[src/rtl/ysyx_23060208_rd_arbiter.sv]
// Two-master (IFU, LSU) to one-slave AXI-lite read-channel arbiter.
// One outstanding read at a time, fixed priority LSU over IFU.
//
// Handshake rule: a beat transfers on a rising edge where valid and ready are
// both high. Valid never waits on ready. Once asserted, valid and its payload
// stay stable until the transfer. Ready may depend combinationally on valid.
module ysyx_23060208_rd_arbiter #(
    parameter int DATA_WIDTH = 32,
    parameter int ADDR_WIDTH = 32
) (
    input  logic                  clk,
    input  logic                  rst,
    // IFU read master
    input  logic [ADDR_WIDTH-1:0] ifu_araddr,
    input  logic                  ifu_arvalid,
    output logic                  ifu_arready,
    output logic [DATA_WIDTH-1:0] ifu_rdata,
    output logic [1:0]            ifu_rresp,
    output logic                  ifu_rvalid,
    input  logic                  ifu_rready,
    // LSU read master
    input  logic [ADDR_WIDTH-1:0] lsu_araddr,
    input  logic                  lsu_arvalid,
    output logic                  lsu_arready,
    output logic [DATA_WIDTH-1:0] lsu_rdata,
    output logic [1:0]            lsu_rresp,
    output logic                  lsu_rvalid,
    input  logic                  lsu_rready,
    // Shared memory read port
    output logic [ADDR_WIDTH-1:0] mem_araddr,
    output logic                  mem_arvalid,
    input  logic                  mem_arready,
    input  logic [DATA_WIDTH-1:0] mem_rdata,
    input  logic [1:0]            mem_rresp,
    input  logic                  mem_rvalid,
    output logic                  mem_rready,
    // FSM state for observation: 0=IDLE, 1=ADDR, 2=DATA
    output logic [1:0]            dbg_state_o
);

    typedef enum logic [1:0] {
        IDLE = 2'd0,
        ADDR = 2'd1,
        DATA = 2'd2
    } state_t;

    state_t                state_q, state_d;
    logic                  gnt_q,   gnt_d;   // 0 = IFU, 1 = LSU
    logic [ADDR_WIDTH-1:0] addr_q,  addr_d;

    assign mem_araddr  = addr_q;
    assign dbg_state_o = state_q;

    // State, grant and latched address registers
    always_ff @(posedge clk) begin
        if (rst) begin
            state_q <= IDLE;
            gnt_q   <= 1'b0;
            addr_q  <= '0;
        end else begin
            state_q <= state_d;
            gnt_q   <= gnt_d;
            addr_q  <= addr_d;
        end
    end

    // Next-state logic, arbitration and response routing
    always_comb begin
        state_d     = state_q;
        gnt_d       = gnt_q;
        addr_d      = addr_q;
        ifu_arready = 1'b0;
        lsu_arready = 1'b0;
        ifu_rvalid  = 1'b0;
        ifu_rdata   = '0;
        ifu_rresp   = 2'b00;
        lsu_rvalid  = 1'b0;
        lsu_rdata   = '0;
        lsu_rresp   = 2'b00;
        mem_arvalid = 1'b0;
        mem_rready  = 1'b0;

        case (state_q)
            IDLE: begin
                // No request is accepted while reset is held, so nothing is
                // lost when the registers are cleared on this edge.
                if (!rst) begin
                    if (lsu_arvalid) begin
                        lsu_arready = 1'b1;
                        addr_d      = lsu_araddr;
                        gnt_d       = 1'b1;
                        state_d     = ADDR;
                    end else if (ifu_arvalid) begin
                        ifu_arready = 1'b1;
                        addr_d      = ifu_araddr;
                        gnt_d       = 1'b0;
                        state_d     = ADDR;
                    end
                end
            end
            ADDR: begin
                // mem_arvalid is a pure function of state, so it has no
                // combinational path from any mem_* input.
                mem_arvalid = 1'b1;
                if (mem_arready) begin
                    state_d = DATA;
                end
            end
            DATA: begin
                if (gnt_q) begin
                    mem_rready = lsu_rready;
                    lsu_rvalid = mem_rvalid;
                    lsu_rdata  = mem_rdata;
                    lsu_rresp  = mem_rresp;
                end else begin
                    mem_rready = ifu_rready;
                    ifu_rvalid = mem_rvalid;
                    ifu_rdata  = mem_rdata;
                    ifu_rresp  = mem_rresp;
                end
                if (mem_rvalid && mem_rready) begin
                    state_d = IDLE;
                end
            end
            default: begin
                state_d = IDLE;
            end
        endcase
    end

endmodule

[config.mk]
export PLATFORM = sky130hd
export DESIGN_NAME = ysyx_23060208_rd_arbiter
export DESIGN_NICKNAME = d
export VERILOG_FILES = /design/src/rtl/ysyx_23060208_rd_arbiter.sv
export SDC_FILE = /design/constraint.sdc
export NUM_CORES = 1
export LEC_CHECK = 0
export CORE_MARGIN = 8
export CORE_UTILIZATION = 33
export DETAILED_ROUTE_END_ITERATION = 10
export PLACE_DENSITY_LB_ADDON = 0.05
export SETUP_SLACK_MARGIN = 0.15
export SLEW_MARGIN = 10
export SYNTH_ARGS = -nofsm -noshare
export SYNTH_HDL_FRONTEND = slang
export SYNTH_SLANG_ARGS = --single-unit
[constraint.sdc]
create_clock -name clk -period 6 [get_ports clk]
set_input_delay 1.8 -clock clk [delete_from_list [all_inputs] [get_ports clk]]
set_output_delay 1.8 -clock clk [all_outputs]
set_load 0.02 [all_outputs]
==> results of run 1 <==
==> sequential cells by signal, indices dropped and copies added (netlist names) <==
name,cells
gnt_q,1
dbg_state_o,2
mem_araddr,32
==> cells by family after synthesis <==
group	Yosys count	synth area share (%)
compound gates	68	25.5
buf+inv	28	6.47
mux	33	14.6
simple gates	83	22.5
flops	35	31.0
==> metal layers <==
layer / wire length, microns / up-vias
li1: - / 1265
met1: 3810 / 1153
met2: 5050 / 125
met3: 878 / 7
met4: 83 / 0
met5: 0 / -
==> power by group <==
part	internal [W]	switching, W
Combinational	0.000173	0.000156
Sequential	0.000261	0.0000158
Clock	0.000125	0.0000931
==> placed cells by master (no fill, tap or decap) <==
| cell | n |
|---|---|
| inv_1 | 2 |
| nor3_1 | 2 |
| nor2b_1 | 1 |
| buf_4 | 6 |
| a211oi_1 | 2 |
| clkbuf_8 | 5 |
| bufinv_16 | 1 |
| clkdlybuf4s50_1 | 211 |
| and2_1 | 68 |
| a21oi_1 | 34 |
| buf_2 | 2 |
| and4b_1 | 1 |
| nand2_1 | 2 |
| nor2_2 | 1 |
| mux2i_1 | 33 |
| nor2_1 | 3 |
| and3_1 | 1 |
| a31o_2 | 1 |
| or2_1 | 1 |
| o21bai_1 | 1 |
| a211oi_2 | 30 |
| inv_6 | 1 |
| nand2b_1 | 2 |
| clkinvlp_4 | 1 |
| inv_2 | 1 |
| and2_4 | 1 |
| dfxtp_1 | 35 |
==> cells in the mapped netlist, types with 2 or more instances <==
| cell | count | area share [%] |
|---|---|---|
| a211oi_1 | 2 | 0.66 |
| a211oi_2 | 30 | 17 |
| a21oi_1 | 34 | 7.5 |
| and2_1 | 68 | 19 |
| buf_2 | 3 | 0.66 |
| buf_6 | 5 | 2.5 |
| clkbuf_1 | 17 | 2.8 |
| dfxtp_1 | 35 | 31 |
| inv_1 | 2 | 0.33 |
| mux2i_1 | 33 | 15 |
| nand2_1 | 2 | 0.33 |
| nand2b_1 | 2 | 0.55 |
| nor2_1 | 4 | 0.66 |
| nor3_1 | 2 | 0.44 |
==> path summary, 6_finish.rpt <==
kind                                              endpoint                   startpoint  slack (ns)
worst max register to register  mem_araddr[1]$_SDFFE_PP0P_  dbg_state_o[1]$_SDFFE_PP0P_        3.96
worst min-delay path            mem_araddr[1]$_SDFFE_PP0P_   mem_araddr[1]$_SDFFE_PP0P_        0.53
worst min register to register  mem_araddr[1]$_SDFFE_PP0P_   mem_araddr[1]$_SDFFE_PP0P_        0.53
worst max-delay path                           lsu_arready                  lsu_arvalid        1.06
==> per-stage QoR <==
step / util, % / std cells / setup slack (ns)
after floorplan: - / 247 / 1.55
after global placement: 65.4 / 521 / 1.07
after detailed placement: 65.4 / 521 / 1.05
after CTS: 67.2 / 529 / 1.05
after global routing: 67.2 / 529 / 1.01
final: 67.2 / 529 / 1.06
==> worst reg2reg max path: cells and delay by family (launching register included) <==
| family | cells | cell delay [ns] |
|---|---|---|
| AOI/OAI and AO/OA | 1 | 0.16 |
| buffers and inverters | 1 | 0.38 |
| and+or+nand+nor | 2 | 1.03 |
| DFF | 1 | 0.34 |
==> layout make-up <==
cell class / count / area, sq um
clock buffers: 5 / 68.8
clock inverters: 3 / 46.3
fillers: 593 / 2210
inverters: 3 / 11.3
multi-input cells: 184 / 1420
flip-flops and latches: 35 / 701
well taps: 80 / 100
repair buffers: 219 / 2170
==> flow_metrics.env, run 1 <==
export IMPL_worstPathRequired_ns=4.20
export IMPL_hold_buffers=0
export IMPL_clockRootBuffer="clkbuf_8"
export IMPL_path_depth=3
export IMPL_area_growth_pct=99.4
export IMPL_hold_viol_final=0
export IMPL_cts_max_level=2
export IMPL_crit_slowest_cell="clkdlybuf4s50_1"
export IMPL_slew_headroom_pct=60.5
export IMPL_path_max_fanout=19
export IMPL_cpPeakStageDelay_ns=0.63
export IMPL_fp_row_count=30
export IMPL_finalSetupTns_ns=0
export IMPL_max_vdd_ir_drop_mv=0.124
export IMPL_overflow=0
export IMPL_syn_area_per_cell_sq_um=9.16
export IMPL_grt_pass1_vias=2612
export IMPL_critPathKind="input pin to primary output"
export IMPL_crit_family="buffers and inverters"
export IMPL_hold_path_depth=2
export IMPL_synth_nets=353
export IMPL_nNetsFinal=554
export IMPL_async_reset_ff_share_pct=0
export IMPL_synth_edf_count=0
export IMPL_grt_usage_pct=19.1
export IMPL_clockBufferDepth=2
export IMPL_use_met1_pct=20.5
export IMPL_hpwl_mm=8.17
export IMPL_initial_utilization_pct=33.7
export IMPL_clkLatencyLatePin_ns=0.29
export IMPL_diodes=0
export IMPL_hold_slack_ns=0.532
export IMPL_routedWlPerCell_microns=18.6
export IMPL_place_area_sq_um=4400
export IMPL_cap_violations=0
export IMPL_status="finished, final reports clean"
export IMPL_use_met2_pct=35.6
export IMPL_yosysWarnings=0
export IMPL_hold_class="register to register"
export IMPL_drc=0
export IMPL_ys_seq_area_share_pct=31.0
export IMPL_portBuffers=213
export IMPL_design_area_sq_um=4510
export IMPL_crit_path_end_kind="primary output"
export IMPL_die_w_microns=98.8
export IMPL_post_cts_buffers=0
export IMPL_dr_total_vias=2550
export IMPL_path_clk_slew_ns=0.08
export IMPL_grt_pass1_wl_mm=15.0
export IMPL_yosysUniqueCellTypes=22
export IMPL_min_period_ns=4.94
export IMPL_start_kind="input pin"
export IMPL_setup_viol=0
export IMPL_synth_cell_area_sq_um=2260
export IMPL_antenna_found_initial=0
export IMPL_fmax_mhz=203
export IMPL_synthFlopType="dfxtp_1"
export IMPL_syn_inst=247
export IMPL_met3_usage_pct=6.06
export IMPL_power_density_nw_per_um2=182
export IMPL_die_h_microns=98.8
export IMPL_crit_arrival_ns=3.14
export IMPL_cts_tree="yes"
export IMPL_ys_seq_elements=35
export IMPL_r2r_cells=4
export IMPL_maxSlewViolCount=0
export IMPL_finalPower_w=0.000823
export IMPL_drt_total_wl_mm=9.81
export IMPL_core_area_sq_um=6720
export IMPL_ctsResizeCount=0
export IMPL_rsz0062_at_grt="false"
export IMPL_place_congestion=0.799
export IMPL_grt_busiest_layer="met2"
export IMPL_worstPathCellList="buf_2, and3_1, clkdlybuf4s50_1"
export IMPL_fin_skew_ns=0.0120
export IMPL_via_per_inst=4.82
export IMPL_ant_nets=0
export IMPL_ioPinCount=214
export IMPL_tightest_slew_ns=0.590
export IMPL_fin_crit_sh_pct=82.3
export IMPL_dieArea_sq_um=9760
export IMPL_clock_sinks=35
export IMPL_drtIter0Drc=56
export IMPL_drive_gt1_share_pct=11.1
export IMPL_drt_pass1_iter_count=4
export IMPL_grt_max_degree=35
export IMPL_cts_buffers=5
export IMPL_p_leak_nw=1.73
export IMPL_path_buf_inv=2
Power figures use the tool's default switching activity.
==> run 2: changes to the inputs <==
Settings changed: CORE_UTILIZATION 33 to 31.
Clock period 6 ns to 4.72 ns, I/O delays scaled along.
==> run 2 against run 1 <==
  * Sequential share of layout area decreased by 0.15 points
  * Core utilization decreased by 3.6 points
  * Routed wire length increased by 3.5%
  * Power increased by 29%
  * Setup slack got worse by 0.57 ns
  * Die area increased by 5.4%
  * Cell count increased by 4.0%
  * Critical path type unchanged
==> flow_metrics.env, run 2 (synthesized netlist as in run 1, its figures left out) <==
export IMPL_nNetsFinal=556
export IMPL_max_vdd_ir_drop_mv=0.211
export IMPL_worstHoldStart="mem_araddr[1]$_SDFFE_PP0P_"
export IMPL_grt_pass1_vias=2642
export IMPL_hold_slack_ns=0.530
export IMPL_cp_endpoint="lsu_rvalid"
export IMPL_design_area_sq_um=4560
export IMPL_dr_total_vias=2559
export IMPL_min_period_ns=4.22
export IMPL_cts_max_level=2
export IMPL_finalSetupTns_ns=0
export IMPL_clock_sinks=35
export IMPL_rsz0062_at_grt="false"
export IMPL_drt_total_wl_mm=10.2
export IMPL_via_per_inst=4.65
export IMPL_fin_ws_ns=0.497
export IMPL_cpPeakStageDelay_ns=0.65
export IMPL_grt_usage_pct=18.7
export IMPL_initial_utilization_pct=31.5
export IMPL_r2r_start="dbg_state_o[0]$_SDFFE_PP0P_"
export IMPL_hold_buffers=0
export IMPL_cts_buffers=5
export IMPL_grt_max_degree=35
export IMPL_crit_slowest_cell="clkdlybuf4s50_1"
export IMPL_antenna_found_initial=1
export IMPL_post_cts_buffers=0
export IMPL_rrSetupSlack_ns=2.64
export IMPL_routedWlPerCell_microns=18.5
export IMPL_ioPinCount=214
export IMPL_status="finished, final reports clean"
export IMPL_start_kind="input pin"
export IMPL_fin_crit_sh_pct=89.5
export IMPL_area_growth_pct=101
export IMPL_finalPower_w=0.00106
export IMPL_crit_path_end_kind="primary output"
export IMPL_hold_viol_final=0
export IMPL_ctsResizeCount=0
export IMPL_die_h_microns=101
export IMPL_multi_input_area_sq_um=1420
export IMPL_largest_reg_flops=32
export IMPL_clkLatencyLatePin_ns=0.29
export IMPL_dieArea_sq_um=10300
export IMPL_ant_nets=0
export IMPL_tightest_slew_ns=0.600
export IMPL_diodes=0
export IMPL_clockBufferDepth=2
export IMPL_slew_headroom_pct=59.9
export IMPL_critPathKind="input pin to primary output"
export IMPL_portBuffers=213
export IMPL_cpMostUsedCell="clkdlybuf4s50_1"
export IMPL_p_leak_nw=1.75
export IMPL_fill_cells=625
export IMPL_hpwl_mm=8.39
export IMPL_r2r_cells=4
export IMPL_dp_worst_setup_slack_ns=0.505
export IMPL_hold_class="register to register"
export IMPL_power_density_nw_per_um2=233
export IMPL_worstPathCellList="clkdlybuf4s50_1, inv_1, nor3_1, clkdlybuf4s50_1"
export IMPL_place_congestion=0.779
export IMPL_regToRegEndpoint="mem_araddr[20]$_SDFFE_PP0P_"
export IMPL_seqCellArea_sq_um=701
export IMPL_final_cell_mix="211 x clkdlybuf4s50_1, 68 x and2_1, 35 x dfxtp_1"
export IMPL_mostFrequentLayoutCell="clkdlybuf4s50_1"
export IMPL_fmax_mhz=237
export IMPL_path_clk_slew_ns=0.08
export IMPL_maxSlewViolCount=0
export IMPL_core_area_sq_um=7180
export IMPL_cts_tree="yes"
export IMPL_drtIter0Drc=84
export IMPL_path_max_fanout=3
export IMPL_worstPathRequired_ns=3.30
export IMPL_cap_violations=0
export IMPL_setup_viol=0
export IMPL_drt_pass1_iter_count=4
export IMPL_startpoint="mem_rvalid"
export IMPL_fin_skew_ns=0.00698
export IMPL_place_area_sq_um=4440
export IMPL_die_w_microns=101
export IMPL_crit_arrival_ns=2.81
export IMPL_drc=0
export IMPL_clockRootBuffer="clkbuf_8"
export IMPL_drive_gt1_share_pct=11.5
export IMPL_overflow=0
export IMPL_grt_pass1_wl_mm=15.0
export IMPL_fp_row_count=31
-- run 2: metrics by stage --
stage                     std cells  utilization [%]
after floorplan                 247                -
after global placement          542             61.8
after detailed placement        542             61.8
after CTS                       550             63.5
after global routing            550             63.5
final                           550             63.5
-- run 2: power breakdown --
part	leakage [nW]	internal, W	total, W	switching (W)
clock	0.0618	0.000174	0.000290	0.000116
combinational	1.40	0.000220	0.000421	0.000201
sequential	0.291	0.000332	0.000352	0.0000202
-- run 2: final cells by class --
cell class	count	share of cell area, %
clock buffer	6	1.81
clock inverter	2	0.851
inverter	3	0.247
multi-input combinational	184	31.1
sequential	35	15.4
tap	99	2.72
timing repair buffer	221	47.9
-- run 2: worst max-delay path, delay by kind of cell --
kind | cells | cell delay [ns]
buffers and inverters | 3 | 1.19
and+or+nand+nor | 1 | 0.20
-- run 2: worst min path at each step --
stage | end | slack [ns] | depth (start not counted)
finish | mem_araddr[1]$_SDFFE_PP0P_ | 0.53 | 2
detailed placement | mem_araddr[1]$_SDFFE_PP0P_ | 0.52 | 2
floorplan | gnt_q$_SDFFE_PP0P_ | 0.57 | 1
global placement | mem_araddr[2]$_SDFFE_PP0P_ | 0.51 | 2
global route | mem_araddr[2]$_SDFFE_PP0P_ | 0.57 | 2
CTS | mem_araddr[1]$_SDFFE_PP0P_ | 0.52 | 2
-- run 2: layer usage --
layer	track usage, %	share of wire [%]	vias up
met5	0	0.13	-
met3	6.53	8.5	12
li1	-	-	1268
met1	20.8	41	1159
met2	33.5	50	118
met4	3.78	1.2	2
